==> src/rtl/anc_pkg.sv <==
// Shared types and constants for the ANC sequencing controller.
package anc_pkg;
  typedef logic signed [15:0] sample_t;

  localparam sample_t Q15_MAX     = 16'sh7FFF;
  localparam sample_t Q15_MIN     = 16'sh8000;
  localparam int      DEF_TIMEOUT = 255;

  typedef enum logic [2:0] {IDLE, SCALE, GO, WAIT, OUT} anc_ctrl_state_t;

  // Clamp a 17-bit signed value into Q1.15; overflow shows as sign/msb disagreement.
  function automatic sample_t sat16(input logic signed [16:0] v);
    if (v[16] != v[15]) return v[16] ? Q15_MIN : Q15_MAX;
    return v[15:0];
  endfunction
endpackage

==> src/rtl/anc_ctrl_if.sv <==
// Sample-in, FIR go/done and DAC valid/ready bundle; master = controller side.
interface anc_ctrl_if;
  import anc_pkg::*;
  sample_t x_sample, e_sample;
  logic    smp_valid;
  logic    fir_go;
  sample_t fir_x, fir_a, fir_wadj;
  logic    fir_done;
  sample_t fir_sample;
  sample_t dac_sample;
  logic    dac_valid, dac_ready;

  modport master (
    input  x_sample, e_sample, smp_valid, fir_done, fir_sample, dac_ready,
    output fir_go, fir_x, fir_a, fir_wadj, dac_sample, dac_valid
  );
  modport slave (
    output x_sample, e_sample, smp_valid, fir_done, fir_sample, dac_ready,
    input  fir_go, fir_x, fir_a, fir_wadj, dac_sample, dac_valid
  );
endinterface

==> src/rtl/anc_mu_scale.sv <==
// Combinational weight adjust: sat16((mu*e) >>> 15), truncating shift.
module anc_mu_scale
  import anc_pkg::*;
(
  input  sample_t mu,
  input  sample_t e,
  output sample_t wadj
);
  logic signed [31:0] prod;

  assign prod = mu * e;
  // Only mu = e = -32768 overflows the 16-bit result after the shift.
  assign wadj = sat16(17'(prod >>> 15));
endmodule

==> src/rtl/anc_ctrl.sv <==
// ANC sequencer: sample -> scale mu*e -> FIR go/done -> DAC, with a one-deep
// pending slot and sticky overrun/timeout flags. Optional ANC_CTRL_FREEZE_EN adds freeze.
module anc_ctrl
  import anc_pkg::*;
#(
  parameter int TIMEOUT_CYCLES = DEF_TIMEOUT,
  parameter int CNT_W          = 8
) (
  input  logic              clk,
  input  logic              rst_n,
  anc_ctrl_if.master        bus,
  input  sample_t           mu,
  input  sample_t           a_offset,
`ifdef ANC_CTRL_FREEZE_EN
  input  logic              freeze,
`endif
  input  logic              err_clr,
  output logic              busy,
  output logic              overrun,
  output logic              timeout_err
);
  anc_ctrl_state_t  state;
  sample_t          x_r, e_r, a_r, pend_x, pend_e, wadj_c;
  logic             pend_full;
  logic [CNT_W-1:0] cnt;
  logic             to_hit, ovr_hit;

  anc_mu_scale u_scale (.mu(mu), .e(e_r), .wadj(wadj_c));

  assign busy    = (state != IDLE);
  assign to_hit  = (state == WAIT) && !bus.fir_done && (cnt == CNT_W'(TIMEOUT_CYCLES - 1));
  assign ovr_hit = bus.smp_valid && (state != IDLE) && pend_full;

  always_ff @(posedge clk or negedge rst_n) begin
    if (!rst_n) begin
      state          <= IDLE;
      x_r            <= '0;
      e_r            <= '0;
      a_r            <= '0;
      pend_x         <= '0;
      pend_e         <= '0;
      pend_full      <= 1'b0;
      cnt            <= '0;
      bus.fir_go     <= 1'b0;
      bus.fir_x      <= '0;
      bus.fir_a      <= '0;
      bus.fir_wadj   <= '0;
      bus.dac_sample <= '0;
      bus.dac_valid  <= 1'b0;
      overrun        <= 1'b0;
      timeout_err    <= 1'b0;
    end else begin
      // Set beats clear when an error event lands on the err_clr cycle.
      overrun     <= (overrun & ~err_clr) | ovr_hit;
      timeout_err <= (timeout_err & ~err_clr) | to_hit;

      if (bus.smp_valid && state != IDLE) begin
        pend_x    <= bus.x_sample;
        pend_e    <= bus.e_sample;
        pend_full <= 1'b1;
      end

      case (state)
        IDLE: begin
          if (pend_full) begin
            x_r   <= pend_x;
            e_r   <= pend_e;
            a_r   <= a_offset;
            state <= SCALE;
            // A live strobe refills the slot just vacated, so it stays full.
            if (bus.smp_valid) begin
              pend_x <= bus.x_sample;
              pend_e <= bus.e_sample;
            end else begin
              pend_full <= 1'b0;
            end
          end else if (bus.smp_valid) begin
            x_r   <= bus.x_sample;
            e_r   <= bus.e_sample;
            a_r   <= a_offset;
            state <= SCALE;
          end
        end
        SCALE: begin
          bus.fir_x  <= x_r;
          bus.fir_a  <= a_r;
`ifdef ANC_CTRL_FREEZE_EN
          bus.fir_wadj <= freeze ? '0 : wadj_c;
`else
          bus.fir_wadj <= wadj_c;
`endif
          bus.fir_go <= 1'b1;
          state      <= GO;
        end
        GO: begin
          bus.fir_go <= 1'b0;
          cnt        <= '0;
          state      <= WAIT;
        end
        WAIT: begin
          cnt <= cnt + 1'b1;
          if (bus.fir_done) begin
            bus.dac_sample <= bus.fir_sample;
            bus.dac_valid  <= 1'b1;
            state          <= OUT;
          end else if (to_hit) begin
            bus.dac_sample <= '0;
            bus.dac_valid  <= 1'b1;
            state          <= OUT;
          end
        end
        OUT: begin
          if (bus.dac_ready) begin
            bus.dac_valid <= 1'b0;
            state         <= IDLE;
          end
        end
        default: state <= IDLE;
      endcase
    end
  end
endmodule

==> src/flat_wrapper.sv <==
// flat-port wrapper written by rule: the top's interface ports become plain ports
module anc_ctrl_flat import anc_pkg::*;
#(
  parameter int TIMEOUT_CYCLES = DEF_TIMEOUT,
  parameter int CNT_W          = 8
)
  (clk, rst_n, mu, a_offset, err_clr, busy, overrun, timeout_err, bus_x_sample, bus_e_sample, bus_smp_valid, bus_fir_done, bus_fir_sample, bus_dac_ready, bus_fir_go, bus_fir_x, bus_fir_a, bus_fir_wadj, bus_dac_sample, bus_dac_valid);
  anc_ctrl_if bus_i ();
  input  logic clk;
  input  logic rst_n;
  input  sample_t mu;
  input  sample_t a_offset;
  input  logic err_clr;
  output logic busy;
  output logic overrun;
  output logic timeout_err;
  input wire logic [$bits(bus_i.x_sample)-1:0] bus_x_sample;
  input wire logic [$bits(bus_i.e_sample)-1:0] bus_e_sample;
  input wire logic [$bits(bus_i.smp_valid)-1:0] bus_smp_valid;
  input wire logic [$bits(bus_i.fir_done)-1:0] bus_fir_done;
  input wire logic [$bits(bus_i.fir_sample)-1:0] bus_fir_sample;
  input wire logic [$bits(bus_i.dac_ready)-1:0] bus_dac_ready;
  output wire logic [$bits(bus_i.fir_go)-1:0] bus_fir_go;
  output wire logic [$bits(bus_i.fir_x)-1:0] bus_fir_x;
  output wire logic [$bits(bus_i.fir_a)-1:0] bus_fir_a;
  output wire logic [$bits(bus_i.fir_wadj)-1:0] bus_fir_wadj;
  output wire logic [$bits(bus_i.dac_sample)-1:0] bus_dac_sample;
  output wire logic [$bits(bus_i.dac_valid)-1:0] bus_dac_valid;
  assign bus_i.x_sample = bus_x_sample;
  assign bus_i.e_sample = bus_e_sample;
  assign bus_i.smp_valid = bus_smp_valid;
  assign bus_i.fir_done = bus_fir_done;
  assign bus_i.fir_sample = bus_fir_sample;
  assign bus_i.dac_ready = bus_dac_ready;
  assign bus_fir_go = bus_i.fir_go;
  assign bus_fir_x = bus_i.fir_x;
  assign bus_fir_a = bus_i.fir_a;
  assign bus_fir_wadj = bus_i.fir_wadj;
  assign bus_dac_sample = bus_i.dac_sample;
  assign bus_dac_valid = bus_i.dac_valid;
  anc_ctrl #(.TIMEOUT_CYCLES(TIMEOUT_CYCLES), .CNT_W(CNT_W)) u_core (.clk(clk), .rst_n(rst_n), .bus(bus_i), .mu(mu), .a_offset(a_offset), .err_clr(err_clr), .busy(busy), .overrun(overrun), .timeout_err(timeout_err));
endmodule
==> config.mk <==
export PLATFORM = sky130hd
export DESIGN_NAME = anc_ctrl_flat
export DESIGN_NICKNAME = d
export VERILOG_FILES = /design/src/rtl/anc_pkg.sv /design/src/rtl/anc_ctrl_if.sv /design/src/rtl/anc_mu_scale.sv /design/src/rtl/anc_ctrl.sv /design/src/flat_wrapper.sv
export SDC_FILE = /design/constraint.sdc
export NUM_CORES = 1
export LEC_CHECK = 0
export ABC_CLOCK_PERIOD_IN_PS = 8300
export CORE_MARGIN = 1.5
export CORE_UTILIZATION = 35
export DETAILED_ROUTE_END_ITERATION = 10
export SKIP_LAST_GASP = 1
export SLEW_MARGIN = 20
export SYNTH_ARGS = -nofsm -noshare
export SYNTH_HDL_FRONTEND = slang
export SYNTH_SLANG_ARGS = --single-unit
==> constraint.sdc <==
create_clock -name clk -period 8.3 [get_ports clk]
set_input_delay 2.075 -clock clk [delete_from_list [all_inputs] [get_ports clk]]
set_output_delay 2.075 -clock clk [all_outputs]
set_load 0.01 [all_outputs]
# After elaboration in Yosys (flattened, before gate mapping)
# Index checks and enable logic that the tools add are counted.
# op_classes
bitwise	5
mux	36
reduce_logical	16
eq_ne	9
mul	1
addsub	1
# op_table
operator	count
$mux W16	19
$mul A16 B16 Y32	1
$pmux W8 S2	1
$mux W3	5
$pmux W3 S5	1
$reduce_bool A2 Y1	5
$add A8 B1 Y8 const B	1
$eq A8 B8 Y1 const B	1
$mux W1	8
$eq A3 B2 Y1 const B	2
$ne A3 B2 Y1 const B	2
$reduce_and A3 Y1	2
$logic_and A1 B1 Y1	4
$pmux W1 S2	2
$reduce_and A2 Y1	2
$eq A3 B1 Y1 const B	1
$eq A3 B3 Y1 const B	1
$logic_not A3 Y1	1
$reduce_bool A3 Y1	1
$and A1 B1 Y1	2
$ne A2 B2 Y1 const B	1
$or A1 B1 Y1	2
$logic_not A1 Y1	1
$ne A1 B1 Y1	1
$not A1 Y1	1
# word_totals
out_inout_bits	69
register_bits	160

# Longest topological paths before layout
# depth
word_depth	6
mapped_depth	25
mapped_depth_nobuf	22

# Hierarchy
# Synthesis repeated with hierarchy kept, for this count alone.
# unflattened
cells_unflattened	1538
area_unflattened_um2	16490.8
# by_module_without_submodules
mod	area_each_um2	cells_each	n_inst
anc_mu_scale	9788.1	1073	1
anc_ctrl	6702.7	465	1

# Least setup slack after synthesis
# Ideal clock, no wire load.
# synth_path
kind	input port to flip-flop
startpoint	input mu[15]
endpoint	register u_core.bus.fir_wadj[2]
n_path_buf	3
slack_ns	0.218
arrival_ns	8.004
setup_ns	0.077
t_required_ns	8.223
path_stages	22
path_cell_list	clkbuf_1 nand2_1 inv_1 fa_1 fa_1 fa_1 fa_1 fa_1 inv_1 fa_1 inv_1 ha_1 clkbuf_2 a21oi_2 o21ai_0 o21ai_1 o211ai_2 a311oi_4 mux2i_2 buf_6 nor2_1 o21ai_1
# synth_between
elab_chain_len	4
word_cells_on_any_way	6
cone_classes	mul: 1; eq/ne: 1; mux: 4
# synth_rtl
item	line	source
start, declared	flat_wrapper.sv:11	input sample_t mu;
$mul A16 B16 Y32 *	anc_mu_scale.sv:11	assign prod = mu * e;
$mux W16 or $ne A1 B1 Y1 (tied branches)	anc_pkg.sv:13	if (v[16] != v[15]) return v[16] ? Q15_MIN : Q15_MAX;
$mux W16 or $mux W1 (tied branches)	anc_pkg.sv:13	
$mux W16 *	anc_pkg.sv:14	return v[15:0];
end signal, assigned	anc_ctrl.sv:90	bus.fir_wadj <= wadj_c;
end, declared	anc_ctrl_if.sv:15	output fir_go, fir_x, fir_a, fir_wadj, dac_sample, dac_valid
# Every way passes the cells marked *; elsewhere a longest branch is shown, timed or not. The select of a mux whose other input is x is not followed.
# A chain may end at the register's enable or synchronous reset.

# Worst setup path in the final report
# layout_path
startpoint	input mu[11]
endpoint	register u_core.bus.fir_wadj[0]
# Same word-level chain as after synthesis.

==> key figures <==
Status
  • Status: complete, no violations

Synth
  • Syn Std Cell Area: 16,100 sq um
  • Top FF cell, synth: dfrtp_1
  • Yosys warns: 0
  • Area fraction in compound gates after synthesis: 0.0646
  • Number of synthesized flops with an enable pin: 0
  • Post-synthesis mux area share: 0.0568
  • Adder-Cell Fraction of Synth Area: 0.387
  • Synth async-reset ratio: 1.00
  • Register area share after synthesis: 0.248
  • Mapped Cells: 1,641
  • Syn Area/Cell: 9.82 sq um
  • Syn Nets: 2,069
  • #FFs+latches synth: 160
  • Simple-Gate Fraction of Synth Area: 0.141
  • Number of library cell types mapped by synthesis: 57
  • Largest family of logic cells by synthesized area: adder cells
  • XOR/XNOR Fraction of Synth Area: 0.0134

Floorplan
  • Initial Util: 0.355
  • Die Ht: 218 microns
  • Rows: 78
  • DIE AREA: 47,300 sq um
  • Core ar.: 45,400 sq um
  • Num ports: 155
  • Die Wd: 218 microns

Timing
  • Max-slew headroom: 0.353
  • Setup TNS: 0 ns
  • Post-route setup slack: 0.344 ns
  • F_max: 0.126 GHz
  • Worst Skew: 0.0156 ns
  • Final Cycle Share: 0.959
  • Worst Tran Pin Value: 0.971 ns
  • Endpoints failing hold: 0
  • Unrepaired setup endpoints after global routing: no
  • # setup viols final: 0
  • Min Tclk post-route: 7.96 ns
  • Final Max Tran Viols: 0

Worst setup path
  • CP arrival: 8.32 ns
  • Setup crit end kind: register
  • CP Max Fanout: 15
  • CP Class: input pin to register
  • Critical Path RT: 8.66 ns
  • Critical path, cell by cell: clkdlybuf4s50_1, nand2_1, fa_1, fa_1, fa_1, inv_1, fa_1, fa_1, inv_1, fa_1, inv_1, ha_1, buf_4, and3_1, o211a_1, o21ai_0, o211ai_2, a311oi_4, mux2i_2, buf_12, nor2_1, o21ai_0
  • Reg2reg path depth: 20
  • Sum of buffers and inverters on the critical path: 6
  • CP max stage delay: 0.63 ns
  • Highest-delay cell along the critical path: clkdlybuf4s50_1
  • Worst r2r src: u_core.e_r[4]
  • Crit. Startpoint: mu[11]
  • Terminus of the critical flop-to-flop path: u_core.bus.fir_wadj[11]
  • CP startpoint kind: input pin
  • Cell family with the largest share of critical-path delay: adder cells
  • R2R setup slack: 1.67 ns
  • CP dominant cell by count: fa_1

Placed design
  • DP Area: 18,700 sq um
  • Port Buffers: 154
  • Post-place setup slack: -0.248 ns
  • Post-DP HPWL: 30.2 mm
  • GP Congestion: 0.862

Routing
  • DR WL/cell: 15.6 microns
  • Vias/cell: 4.73
  • Routed wire length: 37.9 mm
  • Initial DRC Count: 484
  • Pre-Repair DR Iteration Count: 5
  • Residual DRC: 0
  • Final ANT Viol Nets: 0
  • Vias: 11,500

Finish
  • # diodes: 0
  • Fin area: 19,400 sq um
  • Share of layout cells above drive strength 1: 0.0915
  • Layout area overhead: 20.4%
  • Layout Utilization: 0.428
  • Nets@finish: 2,241

Clocking
  • Clk sinks: 160
  • Clk root buf: clkbuf_16
  • CTS Hold Buffers Added: 0
  • CTS tree: yes
  • CTS buffer count: 17
  • Clock-pin transition on the worst setup and hold timing paths: 0.08 ns
  • H-tree depth: 4
  • Worst-Skew Late Latency: 0.45 ns
  • Clock buffer depth: 2

Flow run
  • Number of max-cap violations: 0

GRT
  • Gr usage total: 0.169
  • Wire length of the first global-routing pass: 63.2 mm
  • Largest net degree at the start of global routing: 104
  • Antenna violations before repair: 1
  • Number of global-route vias before repair: 12,500
  • GR Overflow Total: 0

Worst hold path
  • Hold Crit Class: register to register
  • Hold worst-path end: u_core.bus.fir_a[12]
  • Hold Path Stages: 2
  • Min-delay src: u_core.a_r[12]
==> per-layer routing <==
| metal | up-vias | share of wire | wire length (microns) | track usage |
|---|---|---|---|---|
| li1 | 5366 | - | - | - |
| met1 | 5837 | 0.41 | 15700 | 0.207 |
| met2 | 214 | 0.51 | 19300 | 0.295 |
| met3 | 46 | 0.053 | 2010 | 0.0379 |
| met4 | 2 | 0.023 | 869 | 0.0544 |
| met5 | - | 0.00034 | 13 | 0 |
==> placed cells by master (no fill, tap or decap), types with 4 or more instances in the layout <==
master,netlist,routed
and2_1,120,120
mux2_2,49,49
buf_12,0,6
and3_1,5,5
nor2_1,71,70
inv_1,304,304
inv_8,0,4
buf_4,4,64
a22o_1,22,22
nand2b_1,5,5
dfrtp_1,160,159
fa_1,261,261
nand3_1,12,11
nand2_1,263,263
a21oi_1,53,53
nand4_1,5,5
mux2i_1,35,35
o21a_1,6,6
o21ai_0,23,23
a31oi_1,6,6
clkbuf_16,0,17
o21ai_1,14,13
clkinv_8,0,7
o21bai_1,4,4
clkdlybuf4s50_1,0,149
ha_1,81,81
xor2_1,7,7
dlymetal6s2s_1,0,4
nor3_1,6,6
a21o_1,5,5
xnor2_1,15,15
==> worst max-delay path by stage <==
stage                        endpoint  slack [ns]  depth (start not counted)
2_1_floorplan  u_core.bus.fir_wadj[2]        0.22                         22
3_3_place_gp   u_core.bus.fir_wadj[0]       -0.20                         24
3_5_place_dp   u_core.bus.fir_wadj[3]       -0.25                         23
4_1_cts        u_core.bus.fir_wadj[1]        0.20                         23
5_1_grt        u_core.bus.fir_wadj[0]        0.03                         21
6_report       u_core.bus.fir_wadj[0]        0.34                         22
==> cells by family after synthesis <==
logic type / count (synthesis)
simple gates: 497
buf+inv: 376
fa+ha+maj: 342
flops: 160
compound gates: 158
mux: 85
xor+xnor: 23
==> synth_stat cells, types with 12 or more instances <==
master | n | area, sq um
inv_1 | 304 | 1140
nand2_1 | 263 | 987
fa_1 | 261 | 5230
dfrtp_1 | 160 | 4000
and2_1 | 120 | 751
ha_1 | 81 | 1010
nor2_1 | 71 | 267
clkbuf_1 | 59 | 221
a21oi_1 | 53 | 265
mux2_2 | 49 | 552
mux2i_1 | 35 | 350
o21ai_0 | 23 | 115
a22o_1 | 22 | 193
xnor2_1 | 15 | 131
o21ai_1 | 14 | 70.1
nand3_1 | 12 | 60.1
==> what timing repair did <==
| action | in CTS | in global routing |
|---|---|---|
| gates resized for setup | 0 | 5 |
| setup buffers | 0 | 0 |
| setup endpoints to repair | 0 | 15 |
==> tightest hold or removal path, cell delays in order (launching register included) <==
cell     delay, ns
dfrtp_1       0.35
nand2_1       0.05
nand2_1       0.05
==> layout make-up <==
cell class / instances / area [sq um]
timing repair buffer: 225 / 2180
tap: 600 / 751
clock buffer: 17 / 425
multi-input combinational: 1105 / 10700
fill: 4371 / 26000
sequential: 160 / 4010
inverter: 304 / 1140
clock inverter: 15 / 191
==> stage by stage <==
stage / hold slack (ns) / std cells
floorplan: 0.435 / 1641
global placement: 0.443 / 2392
detailed placement: 0.456 / 2393
CTS: 0.470 / 2425
global route: 0.482 / 2426
finish: 0.467 / 2426
Power is left out: the tool's default activity adds up to more than one toggle a clock period on the data nets, which glitch-free logic cannot reach.
==> RTL change, RTL diff (same settings) <==
`CNT_W` is set to 8 in 2 places; all go to 6.
--- a/src/rtl/anc_ctrl.sv
+++ b/src/rtl/anc_ctrl.sv
@@ -5,5 +5,5 @@
 #(
   parameter int TIMEOUT_CYCLES = DEF_TIMEOUT,
-  parameter int CNT_W          = 8
+  parameter int CNT_W          = 6
 ) (
   input  logic              clk,
--- a/src/flat_wrapper.sv
+++ b/src/flat_wrapper.sv
@@ -3,5 +3,5 @@
 #(
   parameter int TIMEOUT_CYCLES = DEF_TIMEOUT,
-  parameter int CNT_W          = 8
+  parameter int CNT_W          = 6
 )
   (clk, rst_n, mu, a_offset, err_clr, busy, overrun, timeout_err, bus_x_sample, bus_e_sample, bus_smp_valid, bus_fir_done, bus_fir_sample, bus_dac_ready, bus_fir_go, bus_fir_x, bus_fir_a, bus_fir_wadj, bus_dac_sample, bus_dac_valid);
Check against the original RTL: not settled (the Yosys comparison gave no result); the edit may change what the design does.
==> RTL change against the unedited design <==
  * Hold slack better by 0.0044 ns
  * Synthesized area shrank 0.75%
  * Worst setup slack worse by 0.011 ns
  * Register-to-register slack got worse by 0.04 ns
  * Critical path depth increased by 3
  * Cell area rose by 1.4%
  * Core utilization increased by 0.70 points
  * Non-clock buffer count is 43 higher
  * Clock skew shrank 0.0026 ns
  * Sequential cell count fell by 2
  * Routed wire length hardly changed
  * Largest cell class unchanged
Power is not shown: default switching activity piles up to over one toggle a cycle in this logic, so the estimate is an artifact.
==> RTL change: results (changes against the unedited design) <==
outcome=finished, final reports clean; worst reg2reg startpoint=u_core.e_r[1]; Max Fanout on Critical Path=15 (unchanged); GRT Overall Usage=0.171 (+0.00230); Post-synth top flop=dfrtp_1; hold slack final=0.472 ns (+0.00436 ns); filler instances=4389 (+0.41%); Port Buffer Count=154 (unchanged); dpl hpwl=29500 um (-2.0%); sequential share of the synthesized area=0.247 (-0.00126); Final WS setup=0.333 ns (-0.0106 ns); slowest CP cell=fa_1; Hold Path Sink=u_core.bus.fir_x[10]; Crit Reg-Reg Endpoint=u_core.bus.fir_wadj[3]; yosys warns=0 (unchanged); hold path depth=2 (unchanged); Reg clk slew, reported paths=0.08 ns (about the same); CP max stage delay=0.56 ns (-0.07 ns); WL/cell=15.4 um (-1.2%); Hold Crit Class=reg2reg; largest net degree at the start of global routing=108 (+3.8%); Reg2Reg Setup Slack=1.63 ns (-0.04 ns); Synth area leaders=fa_1 (33%), dfrtp_1 (25%), inv_1 (7.1%); Setup WS pre-CTS=-0.584 ns (-0.336 ns); DR pass1 iterations=5 (unchanged); Arr. time, crit path=8.28 ns (-0.04 ns); first-pass GRT wire length=64200 um (+1.6%); Async SR Flop Fraction=1.00 (unchanged); clk root buf=clkbuf_16; DRT iter0 DRCs=483 (-0.21%); clock skew after layout=0.0129 ns (-0.00263 ns); fin nets=2268 (+1.2%); Synth Net Count=2049 (-0.97%); vias in the first global route=12900 (+3.6%); Num CTS Buffers=17 (unchanged); hold_sp=u_core.x_r[10]; most frequent cells after synthesis=inv_1 (302), fa_1 (261), nand2_1 (248), dfrtp_1 (158), and2_1 (122); post-synth cell types=53 (-7.0%); initial antenna violation count=0 (-1); Setup crit start kind=primary input; worst skew pair latency=between 0.4 and 0.5 ns; post-DR vias/cell=4.75 (+0.56%); CTS Buffer Depth=2 (unchanged); dominant cell type by area after synthesis=fa_1; layout cells sized above 1=0.118 (+0.0267); Placed Area=0.0190 mm2 (+1.1%); Worst R2R Path Depth=23 (+15%); H-tree Lvls=4 (unchanged); GPL Wtd Cong=0.832 (-3.5%); Worst setup startpoint=mu[15]; Slew @ Worst Pin=0.973 ns (+0.00159 ns)
RTL change: cell types whose count changed in the layout (fill, tap and decap cells not counted), moves of 5 or more:
cell	change
a21o_1	+7
a31oi_1	-5
nand2_1	-15
a211oi_1	+6
nor2_1	-6
o21ai_2	+10
buf_4	+40
xnor2_1	+6
a21oi_1	-5
RTL change: what timing repair did:
action                     in CTS  in global routing
buffers inserted                0                  8
setup endpoints to repair      15                 15
pin swaps                       0                  1
resized for setup               1                  5
RTL change: worst max-delay path by stage:
stage	cells past startpoint	endpoint
after global placement	24	u_core.bus.fir_wadj[1]
after floorplan	22	u_core.bus.fir_wadj[9]
after detailed placement	22	u_core.bus.fir_wadj[1]
after CTS	24	u_core.bus.fir_wadj[1]
after global routing	25	u_core.bus.fir_wadj[0]
final	25	u_core.bus.fir_wadj[3]
RTL change: stage by stage:
step	std cells	setup TNS, ns
finish	2454	0
global route	2453	0
CTS	2445	0
detailed placement	2413	-7.36
global placement	2412	-4.42
floorplan	1621	0
RTL change: worst max-delay path, delay by kind of cell:
kind / cells / cell delay [ns]
buf+inv: 8 / 1.28
compound gates: 4 / 0.69
fa+ha+maj: 7 / 3.27
xor+xnor: 1 / 0.25
simple gates: 5 / 0.71
RTL change: cell families (layout without fill, tap and decap cells):
logic type                 Yosys count  count (layout)  share of synthesized area
DFF                                158             158                      0.247
muxes                               81              81                     0.0544
buffers and inverters              370             602                     0.0878
AOI/OAI and AO/OA                  161             161                     0.0662
xor gates and xnor gates            26              26                     0.0147
and+or+nand+nor                    483             483                      0.140
adders and majority gates          342             342                      0.390
other                                0               1                          0
RTL change: layout make-up:
type / count / area [um2] / share of cell area
flip-flops and latches: 158 / 3960 / 0.201
repair buffers: 268 / 2520 / 0.128
diodes: 1 / 2.50 / 0.000127
well taps: 600 / 751 / 0.0381
inverters: 302 / 1130 / 0.0576
clock inverters: 15 / 215 / 0.0109
multi-input cells: 1093 / 10700 / 0.543
clock buffers: 17 / 425 / 0.0216
RTL change: per-layer routing:
metal  vias up  routed length [um]  track usage
met4         0                 719       0.0500
met1      5963               15400        0.206
li1       5411                   -            -
met5         -                   0            0
met2       240               20000        0.312
met3        48                1780       0.0305
